===== src/rtl/singly_linked_list_ctrl_if.sv =====
// Op request/response and list status bundle for singly_linked_list_ctrl.
interface singly_linked_list_ctrl_if #(
    parameter int DATA_WIDTH = 8,
    parameter int MAX_NODE   = 8
);
    localparam int AW = $clog2(MAX_NODE + 1);

    logic [2:0]            op;
    logic                  op_start;
    logic [DATA_WIDTH-1:0] data_in;
    logic [AW-1:0]         addr_in;
    logic [DATA_WIDTH-1:0] data_out;
    logic [AW-1:0]         addr_out;
    logic [AW-1:0]         next_node_addr;
    logic [AW-1:0]         index_out;
    logic                  op_done;
    logic                  fault;
    logic [AW-1:0]         head;
    logic [AW-1:0]         tail;
    logic [AW-1:0]         length;
    logic                  full;
    logic                  empty;

    modport master (
        output op, op_start, data_in, addr_in,
        input  data_out, addr_out, next_node_addr, index_out,
        input  op_done, fault, head, tail, length, full, empty
    );

    modport slave (
        input  op, op_start, data_in, addr_in,
        output data_out, addr_out, next_node_addr, index_out,
        output op_done, fault, head, tail, length, full, empty
    );
endinterface


===== src/rtl/singly_linked_list_ctrl.sv =====
// Singly-linked-list engine over an internal node RAM.
// Define SLL_FIND_VALUE_EN to enable the FIND_VALUE op (op 6).
module singly_linked_list_ctrl #(
    parameter int DATA_WIDTH = 8,
    parameter int MAX_NODE   = 8
) (
    input  logic clk,
    input  logic rst,
    input  logic sync_rst,
    singly_linked_list_ctrl_if.slave bus
);
    localparam int AW = $clog2(MAX_NODE + 1);
    localparam int IW = (MAX_NODE > 1) ? $clog2(MAX_NODE) : 1;
    localparam logic [AW-1:0] NULL_ADDR = '1;
    localparam logic [AW-1:0] CAP = AW'(MAX_NODE);

    localparam logic [2:0] OP_READ  = 3'd0;
    localparam logic [2:0] OP_INS   = 3'd1;
    localparam logic [2:0] OP_PUSHB = 3'd2;
    localparam logic [2:0] OP_PUSHF = 3'd3;
    localparam logic [2:0] OP_DELV  = 3'd4;
    localparam logic [2:0] OP_DELI  = 3'd5;
    localparam logic [2:0] OP_FIND  = 3'd6;

    typedef enum logic [2:0] {
        IDLE, ALLOC, TRAVERSE, LINK, DONE, FAULT
    } state_e;

    state_e state_q, state_d;
    logic [2:0]            op_q, op_d;
    logic [DATA_WIDTH-1:0] val_q, val_d;
    logic [AW-1:0]         idx_q, idx_d;
    logic [AW-1:0]         cur_q, cur_d;
    logic [AW-1:0]         prev_q, prev_d;
    logic [AW-1:0]         cnt_q, cnt_d;
    logic [AW-1:0]         head_q, head_d;
    logic [AW-1:0]         tail_q, tail_d;
    logic [AW-1:0]         len_q, len_d;
    logic [MAX_NODE-1:0]   node_vld_q, node_vld_d;
    logic [DATA_WIDTH-1:0] node_data_q [MAX_NODE];
    logic [DATA_WIDTH-1:0] node_data_d [MAX_NODE];
    logic [AW-1:0]         node_next_q [MAX_NODE];
    logic [AW-1:0]         node_next_d [MAX_NODE];
    logic [DATA_WIDTH-1:0] dout_q, dout_d;
    logic [AW-1:0]         aout_q, aout_d;
    logic [AW-1:0]         nout_q, nout_d;
    logic [AW-1:0]         iout_q, iout_d;
    logic                  done_q, done_d;
    logic                  fault_q, fault_d;

    logic          full, empty, front, hit, cur_nul;
    logic [AW-1:0] free;
    logic [IW-1:0] cur_ix, prev_ix, tail_ix, free_ix, idx_ix;

    assign full    = (len_q == CAP);
    assign empty   = (len_q == '0);
    assign cur_nul = (cur_q == NULL_ADDR);
    assign cur_ix  = cur_q[IW-1:0];
    assign prev_ix = prev_q[IW-1:0];
    assign tail_ix = tail_q[IW-1:0];
    assign free_ix = free[IW-1:0];
    assign idx_ix  = idx_q[IW-1:0];

    // Lowest-numbered free node wins.
    always_comb begin
        free = '0;
        for (int i = MAX_NODE - 1; i >= 0; i--)
            if (!node_vld_q[i]) free = AW'(i);
    end

    always_comb begin
        case (op_q)
            OP_DELI: hit = (cnt_q == idx_q);
            OP_INS:  hit = (cnt_q == idx_q - AW'(1));
            default: hit = !cur_nul && (node_data_q[cur_ix] == val_q);
        endcase
    end

    always_comb begin
        state_d = state_q; op_d = op_q; val_d = val_q; idx_d = idx_q;
        cur_d = cur_q; prev_d = prev_q; cnt_d = cnt_q;
        head_d = head_q; tail_d = tail_q; len_d = len_q;
        node_vld_d = node_vld_q;
        node_data_d = node_data_q;
        node_next_d = node_next_q;
        dout_d = dout_q; aout_d = aout_q; nout_d = nout_q; iout_d = iout_q;
        done_d = 1'b0; fault_d = 1'b0; front = 1'b0;

        case (state_q)
            IDLE: if (bus.op_start) begin
                op_d = bus.op; val_d = bus.data_in; idx_d = bus.addr_in;
                cur_d = head_q; prev_d = NULL_ADDR; cnt_d = '0;
                case (bus.op)
                    OP_PUSHB, OP_PUSHF: state_d = ALLOC;
                    OP_INS: state_d = (full || bus.addr_in == '0 ||
                                       bus.addr_in >= len_q) ? ALLOC : TRAVERSE;
                    OP_DELV: state_d = TRAVERSE;
                    OP_DELI: state_d = (bus.addr_in >= len_q) ? LINK : TRAVERSE;
`ifdef SLL_FIND_VALUE_EN
                    OP_FIND: state_d = TRAVERSE;
`endif
                    default: state_d = LINK;
                endcase
            end
            ALLOC: begin
                done_d = 1'b1;
                if (full || (op_q == OP_INS && idx_q > len_q)) begin
                    fault_d = 1'b1;
                    state_d = FAULT;
                end else begin
                    front = (op_q == OP_PUSHF) || (op_q == OP_INS && idx_q == '0);
                    node_vld_d[free_ix]  = 1'b1;
                    node_data_d[free_ix] = val_q;
                    if (front) begin
                        node_next_d[free_ix] = head_q;
                        nout_d = head_q;
                        head_d = free;
                        if (empty) tail_d = free;
                    end else begin
                        node_next_d[free_ix] = NULL_ADDR;
                        nout_d = NULL_ADDR;
                        if (empty) head_d = free;
                        else node_next_d[tail_ix] = free;
                        tail_d = free;
                    end
                    len_d = len_q + AW'(1);
                    dout_d = val_q; aout_d = free;
                    state_d = DONE;
                end
            end
            TRAVERSE: begin
                if (hit && !cur_nul) begin
                    done_d = 1'b1;
                    state_d = DONE;
                    aout_d = cur_q;
                    dout_d = node_data_q[cur_ix];
                    nout_d = node_next_q[cur_ix];
                    if (op_q == OP_INS) begin
                        // cur is node i-1; splice the new node after it.
                        node_vld_d[free_ix]  = 1'b1;
                        node_data_d[free_ix] = val_q;
                        node_next_d[free_ix] = node_next_q[cur_ix];
                        node_next_d[cur_ix]  = free;
                        len_d = len_q + AW'(1);
                        dout_d = val_q; aout_d = free;
                    end else if (op_q == OP_FIND) begin
`ifdef SLL_FIND_VALUE_EN
                        iout_d = cnt_q;
`endif
                    end else begin
                        node_vld_d[cur_ix] = 1'b0;
                        if (prev_q == NULL_ADDR) head_d = node_next_q[cur_ix];
                        else node_next_d[prev_ix] = node_next_q[cur_ix];
                        if (cur_q == tail_q) tail_d = prev_q;
                        len_d = len_q - AW'(1);
                    end
                end else if (cur_nul) begin
                    done_d = 1'b1; fault_d = 1'b1;
                    state_d = FAULT;
                end else begin
                    prev_d = cur_q;
                    cur_d = node_next_q[cur_ix];
                    cnt_d = cnt_q + AW'(1);
                end
            end
            LINK: begin
                done_d = 1'b1;
                if (op_q == OP_READ && idx_q < CAP && node_vld_q[idx_ix]) begin
                    dout_d = node_data_q[idx_ix];
                    nout_d = node_next_q[idx_ix];
                    aout_d = idx_q;
                    state_d = DONE;
                end else begin
                    fault_d = 1'b1;
                    state_d = FAULT;
                end
            end
            default: state_d = IDLE;
        endcase

        if (sync_rst) begin
            state_d = IDLE; op_d = '0; val_d = '0; idx_d = '0;
            cur_d = NULL_ADDR; prev_d = NULL_ADDR; cnt_d = '0;
            head_d = NULL_ADDR; tail_d = NULL_ADDR; len_d = '0;
            node_vld_d = '0;
            dout_d = '0; aout_d = '0; nout_d = '0; iout_d = '0;
            done_d = 1'b0; fault_d = 1'b0;
        end
    end

    always_ff @(posedge clk or negedge rst) begin
        if (!rst) begin
            state_q <= IDLE; op_q <= '0; val_q <= '0; idx_q <= '0;
            cur_q <= NULL_ADDR; prev_q <= NULL_ADDR; cnt_q <= '0;
            head_q <= NULL_ADDR; tail_q <= NULL_ADDR; len_q <= '0;
            node_vld_q <= '0;
            dout_q <= '0; aout_q <= '0; nout_q <= '0; iout_q <= '0;
            done_q <= 1'b0; fault_q <= 1'b0;
        end else begin
            state_q <= state_d; op_q <= op_d; val_q <= val_d; idx_q <= idx_d;
            cur_q <= cur_d; prev_q <= prev_d; cnt_q <= cnt_d;
            head_q <= head_d; tail_q <= tail_d; len_q <= len_d;
            node_vld_q <= node_vld_d;
            dout_q <= dout_d; aout_q <= aout_d; nout_q <= nout_d; iout_q <= iout_d;
            done_q <= done_d; fault_q <= fault_d;
        end
    end

    // Payload/link storage is only read through valid nodes, so it needs no reset.
    always_ff @(posedge clk) begin
        node_data_q <= node_data_d;
        node_next_q <= node_next_d;
    end

    assign bus.data_out       = dout_q;
    assign bus.addr_out       = aout_q;
    assign bus.next_node_addr = nout_q;
    assign bus.index_out      = iout_q;
    assign bus.op_done        = done_q;
    assign bus.fault          = fault_q;
    assign bus.head           = head_q;
    assign bus.tail           = tail_q;
    assign bus.length         = len_q;
    assign bus.full           = full;
    assign bus.empty          = empty;
endmodule

===== src/flat_wrapper.sv =====
// flat-port wrapper written by rule: the top's interface ports become plain ports
module singly_linked_list_ctrl_flat 
#(
    parameter int DATA_WIDTH = 8,
    parameter int MAX_NODE   = 8
)
  (clk, rst, sync_rst, bus_op, bus_op_start, bus_data_in, bus_addr_in, bus_data_out, bus_addr_out, bus_next_node_addr, bus_index_out, bus_op_done, bus_fault, bus_head, bus_tail, bus_length, bus_full, bus_empty);
  singly_linked_list_ctrl_if #(.DATA_WIDTH(DATA_WIDTH), .MAX_NODE(MAX_NODE)) bus_i ();
  input  logic clk;
  input  logic rst;
  input  logic sync_rst;
  input wire logic [$bits(bus_i.op)-1:0] bus_op;
  input wire logic [$bits(bus_i.op_start)-1:0] bus_op_start;
  input wire logic [$bits(bus_i.data_in)-1:0] bus_data_in;
  input wire logic [$bits(bus_i.addr_in)-1:0] bus_addr_in;
  output wire logic [$bits(bus_i.data_out)-1:0] bus_data_out;
  output wire logic [$bits(bus_i.addr_out)-1:0] bus_addr_out;
  output wire logic [$bits(bus_i.next_node_addr)-1:0] bus_next_node_addr;
  output wire logic [$bits(bus_i.index_out)-1:0] bus_index_out;
  output wire logic [$bits(bus_i.op_done)-1:0] bus_op_done;
  output wire logic [$bits(bus_i.fault)-1:0] bus_fault;
  output wire logic [$bits(bus_i.head)-1:0] bus_head;
  output wire logic [$bits(bus_i.tail)-1:0] bus_tail;
  output wire logic [$bits(bus_i.length)-1:0] bus_length;
  output wire logic [$bits(bus_i.full)-1:0] bus_full;
  output wire logic [$bits(bus_i.empty)-1:0] bus_empty;
  assign bus_i.op = bus_op;
  assign bus_i.op_start = bus_op_start;
  assign bus_i.data_in = bus_data_in;
  assign bus_i.addr_in = bus_addr_in;
  assign bus_data_out = bus_i.data_out;
  assign bus_addr_out = bus_i.addr_out;
  assign bus_next_node_addr = bus_i.next_node_addr;
  assign bus_index_out = bus_i.index_out;
  assign bus_op_done = bus_i.op_done;
  assign bus_fault = bus_i.fault;
  assign bus_head = bus_i.head;
  assign bus_tail = bus_i.tail;
  assign bus_length = bus_i.length;
  assign bus_full = bus_i.full;
  assign bus_empty = bus_i.empty;
  singly_linked_list_ctrl #(.DATA_WIDTH(DATA_WIDTH), .MAX_NODE(MAX_NODE)) u_core (.clk(clk), .rst(rst), .sync_rst(sync_rst), .bus(bus_i));
endmodule

===== config.mk =====
export PLATFORM = sky130hd
export DESIGN_NAME = singly_linked_list_ctrl_flat
export DESIGN_NICKNAME = d
export VERILOG_FILES = /design/src/rtl/singly_linked_list_ctrl_if.sv /design/src/rtl/singly_linked_list_ctrl.sv /design/src/flat_wrapper.sv
export SDC_FILE = /design/constraint.sdc
export NUM_CORES = 1
export LEC_CHECK = 0
export BUFFER_PORTS_ARGS = -buffer_cell sky130_fd_sc_hd__buf_2
export CORE_MARGIN = 5
export CORE_UTILIZATION = 40
export CTS_BUF_LIST = sky130_fd_sc_hd__clkbuf_8
export CTS_CLUSTER_SIZE = 25
export DETAILED_ROUTE_END_ITERATION = 8
export REMOVE_ABC_BUFFERS = 1
export SLEW_MARGIN = 10
export SYNTH_ARGS = -nofsm -noshare
export SYNTH_HDL_FRONTEND = slang
export SYNTH_SLANG_ARGS = --single-unit

===== constraint.sdc =====
create_clock -name clk -period 5.5 [get_ports clk]
set_input_delay 0.55 -clock clk [delete_from_list [all_inputs] [get_ports clk]]
set_output_delay 0.55 -clock clk [all_outputs]
set_load 0.02 [all_outputs]

After elaboration in Yosys (flattened, before gate mapping). Cells that the tools add are included.

Register bits after elaboration: 164. Bits of input ports: 19. Output and inout port bits: 36. Word-level logic and storage cells: 284.

$add $sub $neg: 4. Order comparisons: 17. Equal/unequal tests: 38. Muxes and demuxes: 145. Bitwise gates (word level): 9. Reduce and logical (&&, ||, !) cells: 39.

Operator list (number): $mux 32 (7); $mux 4 (53); $mux 64 (3); $bwmux 32 (5); $mux 8 (18); $pmux 64 s2 (1); $bwmux 64 (1); $pmux 32 s2 (1); $bmux 8 s3 (2); $demux 4 s3 (4); $pmux 4 s2 (6); $mux 3 (15); $or 32x32->32 (1); $bmux 4 s3 (2); $demux 8 s3 (1); $pmux 3 s4 (2); $pmux 4 s3 (2); $pmux 8 s3 (1); $ge 4x4->1 const B (5); $not 3->4 (5); $ne 3x2->1 const B (6); $ne 3x3->1 const B (6); $lt 4x1->1 const B (4); $pmux 8 s2 (1); other kinds (40) (100).

Longest topological paths before layout.
Word-level depth: 19. Gate-level depth with buffers: 15. Gate-level depth less buffers: 10.

Worst setup path after synthesis. Ideal clock, no wire load.

Path kind: reg-to-reg. Start: reg u_core.idx_q[0]. End: reg u_core.node_next_q[4] in the netlist's numbering, enable pin. Setup time: 374 ps. Data arrival time: 3437 ps. Required time: 5126 ps. Setup slack: 1689 ps. Cell stages (with the launch flop): 12. Path buffers: 3. Period minus slack after synthesis: 3811 ps. Cells stage by stage: dfrtp_1 > buf_1 > buf_1 > inv_1 > ha_1 > mux2i_1 > xnor2_1 > o41ai_1 > and4_1 > a31oi_2 > clkbuf_1 > a221oi_1.

Longest elaborated chain between the ends: 6. Elaborated cells between the ends (all ways): 11. Those cells by class: add/sub: 1; order compare: 1; eq/ne: 4; mux: 1; reduce/logical: 4.

RTL lines: from (decl) (line singly_linked_list_ctrl.sv:32) `logic [AW-1:0] idx_q, idx_d;`; from (signal assigned) (line singly_linked_list_ctrl.sv:200) `state_q <= state_d; op_q <= op_d; val_q <= val_d; idx_q <= idx_d;`; $sub 4x1->4 (line singly_linked_list_ctrl.sv:74) `OP_INS: hit = (cnt_q == idx_q - AW'(1));`; $eq 4x4->1 (line singly_linked_list_ctrl.sv:74); $pmux 1 s2 (line singly_linked_list_ctrl.sv:72) `case (op_q)`; $logic_and 1x1->1 (line singly_linked_list_ctrl.sv:132) `if (hit && !cur_nul) begin`; $ne 2x1->1 (no line); $reduce_and 5->1 (no line) *; to (signal assigned) (line singly_linked_list_ctrl.sv:212) `node_next_q <= node_next_d;`; to (decl) (line singly_linked_list_ctrl.sv:42) `logic [AW-1:0] node_next_q [MAX_NODE];`.

Every way passes the cells marked *; elsewhere a longest branch is shown, timed or not. A chain may end at the register's enable or synchronous reset.

Worst setup path in the final report.
Start: reg u_core.cur_q[0]. End: reg u_core.node_next_q[13] in the netlist's numbering, enable pin.

Longest elaborated chain between the ends: 10. Elaborated cells between the ends (all ways): 12. Those cells by class: eq/ne: 3; mux: 4; bitwise: 1; reduce/logical: 4.

RTL lines: from (decl) (line singly_linked_list_ctrl.sv:33) `logic [AW-1:0] cur_q, cur_d;`; from (signal assigned) (line singly_linked_list_ctrl.sv:201) `cur_q <= cur_d; prev_q <= prev_d; cnt_q <= cnt_d;`; $not 3->4 (not written as such) (line singly_linked_list_ctrl.sv:75) `default: hit = !cur_nul && (node_data_q[cur_ix] == val_q);`; $bmux 8 s3 (line singly_linked_list_ctrl.sv:75); $mux 8 (not written as such) (2 in a row) (line singly_linked_list_ctrl.sv:75); $eq 8x8->1 (line singly_linked_list_ctrl.sv:75); $logic_and 1x1->1 (line singly_linked_list_ctrl.sv:75); $pmux 1 s2 (line singly_linked_list_ctrl.sv:72); $logic_and 1x1->1 * (line singly_linked_list_ctrl.sv:132); $ne 2x1->1 (no line) *; $reduce_and 5->1 (no line) *.

Every way passes the cells marked *; elsewhere a longest branch is shown, timed or not. The select of a mux whose other input is x is not followed.

==> impl_metrics.json <==
{
  "viasPerCell": 6.68,
  "worstPathMaxFanout": 31,
  "ys_types": 79,
  "ys_seq_area_share_pct": 43.7,
  "dp_cells": 1378,
  "initial_utilization_pct": 40.6,
  "finalSetupTns_ns": 0,
  "synth.avg_cell_area_sq_um": 9.99,
  "status": "finished clean",
  "clock-sinks": 164,
  "synth_edf_count": 96,
  "die-area_sq_um": 29700,
  "hold_class": "in2async",
  "crit_path_end_kind": "flip-flop",
  "die_h_microns": 172,
  "grtUsageTotal_pct": 25.0,
  "nFillCells": 2541,
  "post_cts_resized": 0,
  "clock_path_buffers": 2,
  "syn_area_sq_um": 10500,
  "postRouteWirelength_microns": 36900,
  "clk_latency_ns": 0.48,
  "drc_errors": 0,
  "pre_cts_slack_ns": 0.956,
  "area_delta_synth_final_pct": 8.62,
  "io_buffers": 50,
  "worst_slew_pin_slew_ns": 1.27,
  "rsz0062_at_grt": "no",
  "postCtsSetupBuffers": 0,
  "syn_inst": 1055,
  "antenna_cells": 0,
  "required_ns": 5.62,
  "multi_input_area_sq_um": 5510,
  "ioPinCount": 55,
  "ys_warn_count": 0,
  "hold_violations": 0,
  "cts.clk_slew.worst_paths_ns": 0.10,
  "max_slew_margin_pct": 14.8,
  "async_flop_share_pct": 41.5,
  "whs_ns": 0.178,
  "start_kind": "flip-flop",
  "power_density_nw_per_um2": 382,
  "via_count": 9417,
  "grt_max_degree": 69,
  "cts_made_buffers": 17,
  "detailed_place_hpwl_microns": 25500,
  "setup_viol": 0,
  "overflow": 0,
  "cts_hold_buf": 0,
  "antenna_found_initial": 0,
  "post-route-period-util_pct": 84.3,
  "core-area_sq_um": 26000,
  "row_count": 59,
  "worstSetupPathType": "reg2reg",
  "regArea_sq_um": 4610,
  "htree_levels": 4,
  "antenna_left": 0,
  "root_buffer": "clkbuf_8",
  "ys_ff_latch": 164,
  "post-route-util_pct": 44.1,
  "first_pass_iters": 6,
  "instances_no_fill": 1410,
  "timing.fmax_mhz": 216,
  "finalClockSkew_ns": 0.0114,
  "grt_pass1_vias": 8837,
  "p_leak_nw": 4.14,
  "wl_per_cell_microns": 26.1,
  "slew_violations": 0,
  "cts_tree": "done",
  "min_period_ns": 4.64,
  "ir_worst_vdd_mv": 0.167,
  "drt_iter0_markers": 1442,
  "max-cap-violations": 0,
  "synthFlopType": "edfxtp_1",
  "dieWidth_microns": 172,
  "nets": 1094,
  "drive_above_1_share_pct": 16.5,
  "gp_congestion": 1.00,
  "worst_ep_arrival_time_ns": 4.75,
  "setup_slack_ns": 0.863,
  "grt_pass1_wl_microns": 55800
}
==> area by class of cell <==
cell class                      instances  area share (%)
Clock buffer                           18            2.16
Clock inverter                         14            1.27
Inverter                               24           0.787
Multi-Input combinational cell        781            48.1
Sequential cell                       164            40.2
Tap cell                              335            3.66
Timing Repair Buffer                   74            3.80
==> synthesized netlist by cell type, drive strengths merged (6+ instances only) <==
| master | n | area share, % |
|---|---|---|
| nor3 | 38 | 1.8 |
| nor2b | 24 | 1.4 |
| and2 | 11 | 0.65 |
| nand2 | 89 | 3.2 |
| edfxtp | 96 | 27 |
| o31ai | 12 | 0.85 |
| or3 | 6 | 0.36 |
| o221ai | 13 | 1.1 |
| ha | 13 | 1.5 |
| clkbuf | 70 | 2.5 |
| o21a | 7 | 0.50 |
| inv | 23 | 0.82 |
| buf | 19 | 1.1 |
| a221oi | 8 | 0.83 |
| xnor2 | 14 | 1.2 |
| nor4 | 7 | 0.62 |
| o22ai | 19 | 1.1 |
| a221o | 14 | 1.3 |
| nand2b | 15 | 0.89 |
| nor3b | 7 | 0.50 |
| nor2 | 102 | 3.6 |
| xor2 | 6 | 0.50 |
| a21o | 8 | 0.57 |
| o21ai | 64 | 3.0 |
| dfrtp | 52 | 12 |
| mux4 | 33 | 7.1 |
| nand3 | 14 | 0.66 |
| a21oi | 69 | 3.3 |
| a211oi | 20 | 1.5 |
| dfstp | 16 | 4.0 |
| a31oi | 17 | 1.2 |
| a2111oi | 8 | 0.66 |
| mux2 | 6 | 0.68 |
| o32a | 10 | 0.95 |
| o41ai | 6 | 0.50 |
| mux2i | 37 | 3.5 |
| and3 | 9 | 0.53 |
==> state kept, by name, indices dropped and copies added (netlist names) <==
register,cells
u_core.node_data_q,64
u_core.node_next_q,32
u_core.bus.data_out,8
u_core.node_vld_q,8
u_core.val_q,8
u_core.bus.addr_out,4
u_core.bus.head,4
u_core.bus.length,4
u_core.bus.next_node_addr,4
u_core.bus.tail,4
u_core.cnt_q,4
u_core.cur_q,4
u_core.idx_q,4
u_core.prev_q,4
u_core.op_q,3
u_core.state_q,3
u_core.bus.fault,1
u_core.bus.op_done,1
==> stage by stage <==
| step | total power, mW | area, sq um |
|---|---|---|
| finish | 4.38 | 11400 |
| global route | 4.56 | 11400 |
| CTS | 4.34 | 11400 |
| detailed placement | 3.44 | 11100 |
| global placement | 3.43 | 11100 |
| floorplan | 2.79 | 10200 |
==> power breakdown <==
group / internal, mW / switching (mW) / leakage (nW) / total [mW]
Combinational: 0.630 / 1.05 / 2.17 / 1.68
Clock: 0.385 / 0.521 / 0.199 / 0.906
Sequential: 1.53 / 0.267 / 1.76 / 1.79
==> critical path: stages, from the launching register on <==
cell and delay, ns:
dfstp_2 1.03, buf_4 0.48, mux2i_1 0.23, o211ai_1 0.09, a222oi_1 0.35, xnor2_1 0.17
nor4_4 0.55, a31o_2 0.32, nand2_1 0.34, a221oi_1 0.69
==> placed cells by master, fill, tap and decap left out, drive strengths merged, types with 9 or more instances in the layout <==
cell	synthesis	routed
nand2	89	89
o21ai	64	64
mux4	33	33
nand2b	15	15
o221ai	13	13
and3	9	9
a31oi	17	17
nor2	102	102
nor3	38	38
a221o	14	14
mux2i	37	37
dfstp	16	16
clkbuf	70	18
o22ai	19	19
buf	19	74
o32a	10	10
inv	23	31
xnor2	14	14
dfrtp	52	52
and2	11	11
a211oi	20	20
o31ai	12	12
nor2b	24	24
a21oi	69	69
nand3	14	14
ha	13	13
edfxtp	96	96
==> routing by layer <==
metal	routed length (microns)	GRT usage, %	vias up
met5	0	0	-
met4	1580	10.0	0
met3	4230	5.60	113
met2	16200	37.7	638
met1	14800	35.0	4599
li1	-	-	4067
==> cell families (layout without fill, tap and decap cells) <==
group	count (synthesis)	count (layout)	synth area share, %
AOI/OAI and AO/OA	325	325	21.7
DFF	164	164	43.7
and+or+nand+nor	343	343	15.8
xor gates and xnor gates	20	20	1.66
other	1	4	0.0356
adders and majority gates	13	13	1.54
muxes	76	76	11.2
buffers and inverters	113	130	4.42
==> worst paths after layout <==
kind | from | endpoint | slack (ns) | cells past startpoint
setup / recovery | u_core.cur_q[0] | u_core.node_next_q[13] | 0.86 | 9
hold / removal | rst | u_core.bus.next_node_addr[1] | 0.18 | 1
setup reg to reg | u_core.cur_q[0] | u_core.node_next_q[13] | 0.86 | 9
hold reg to reg | u_core.idx_q[1] | u_core.idx_q[1] | 0.53 | 2
max in group asynchronous | rst | u_core.idx_q[0] | 4.56 | 1
min in group clk | bus_data_in[1] | u_core.val_q[1] | 0.29 | 3
No activity file was read; power rests on OpenSTA's default activity.
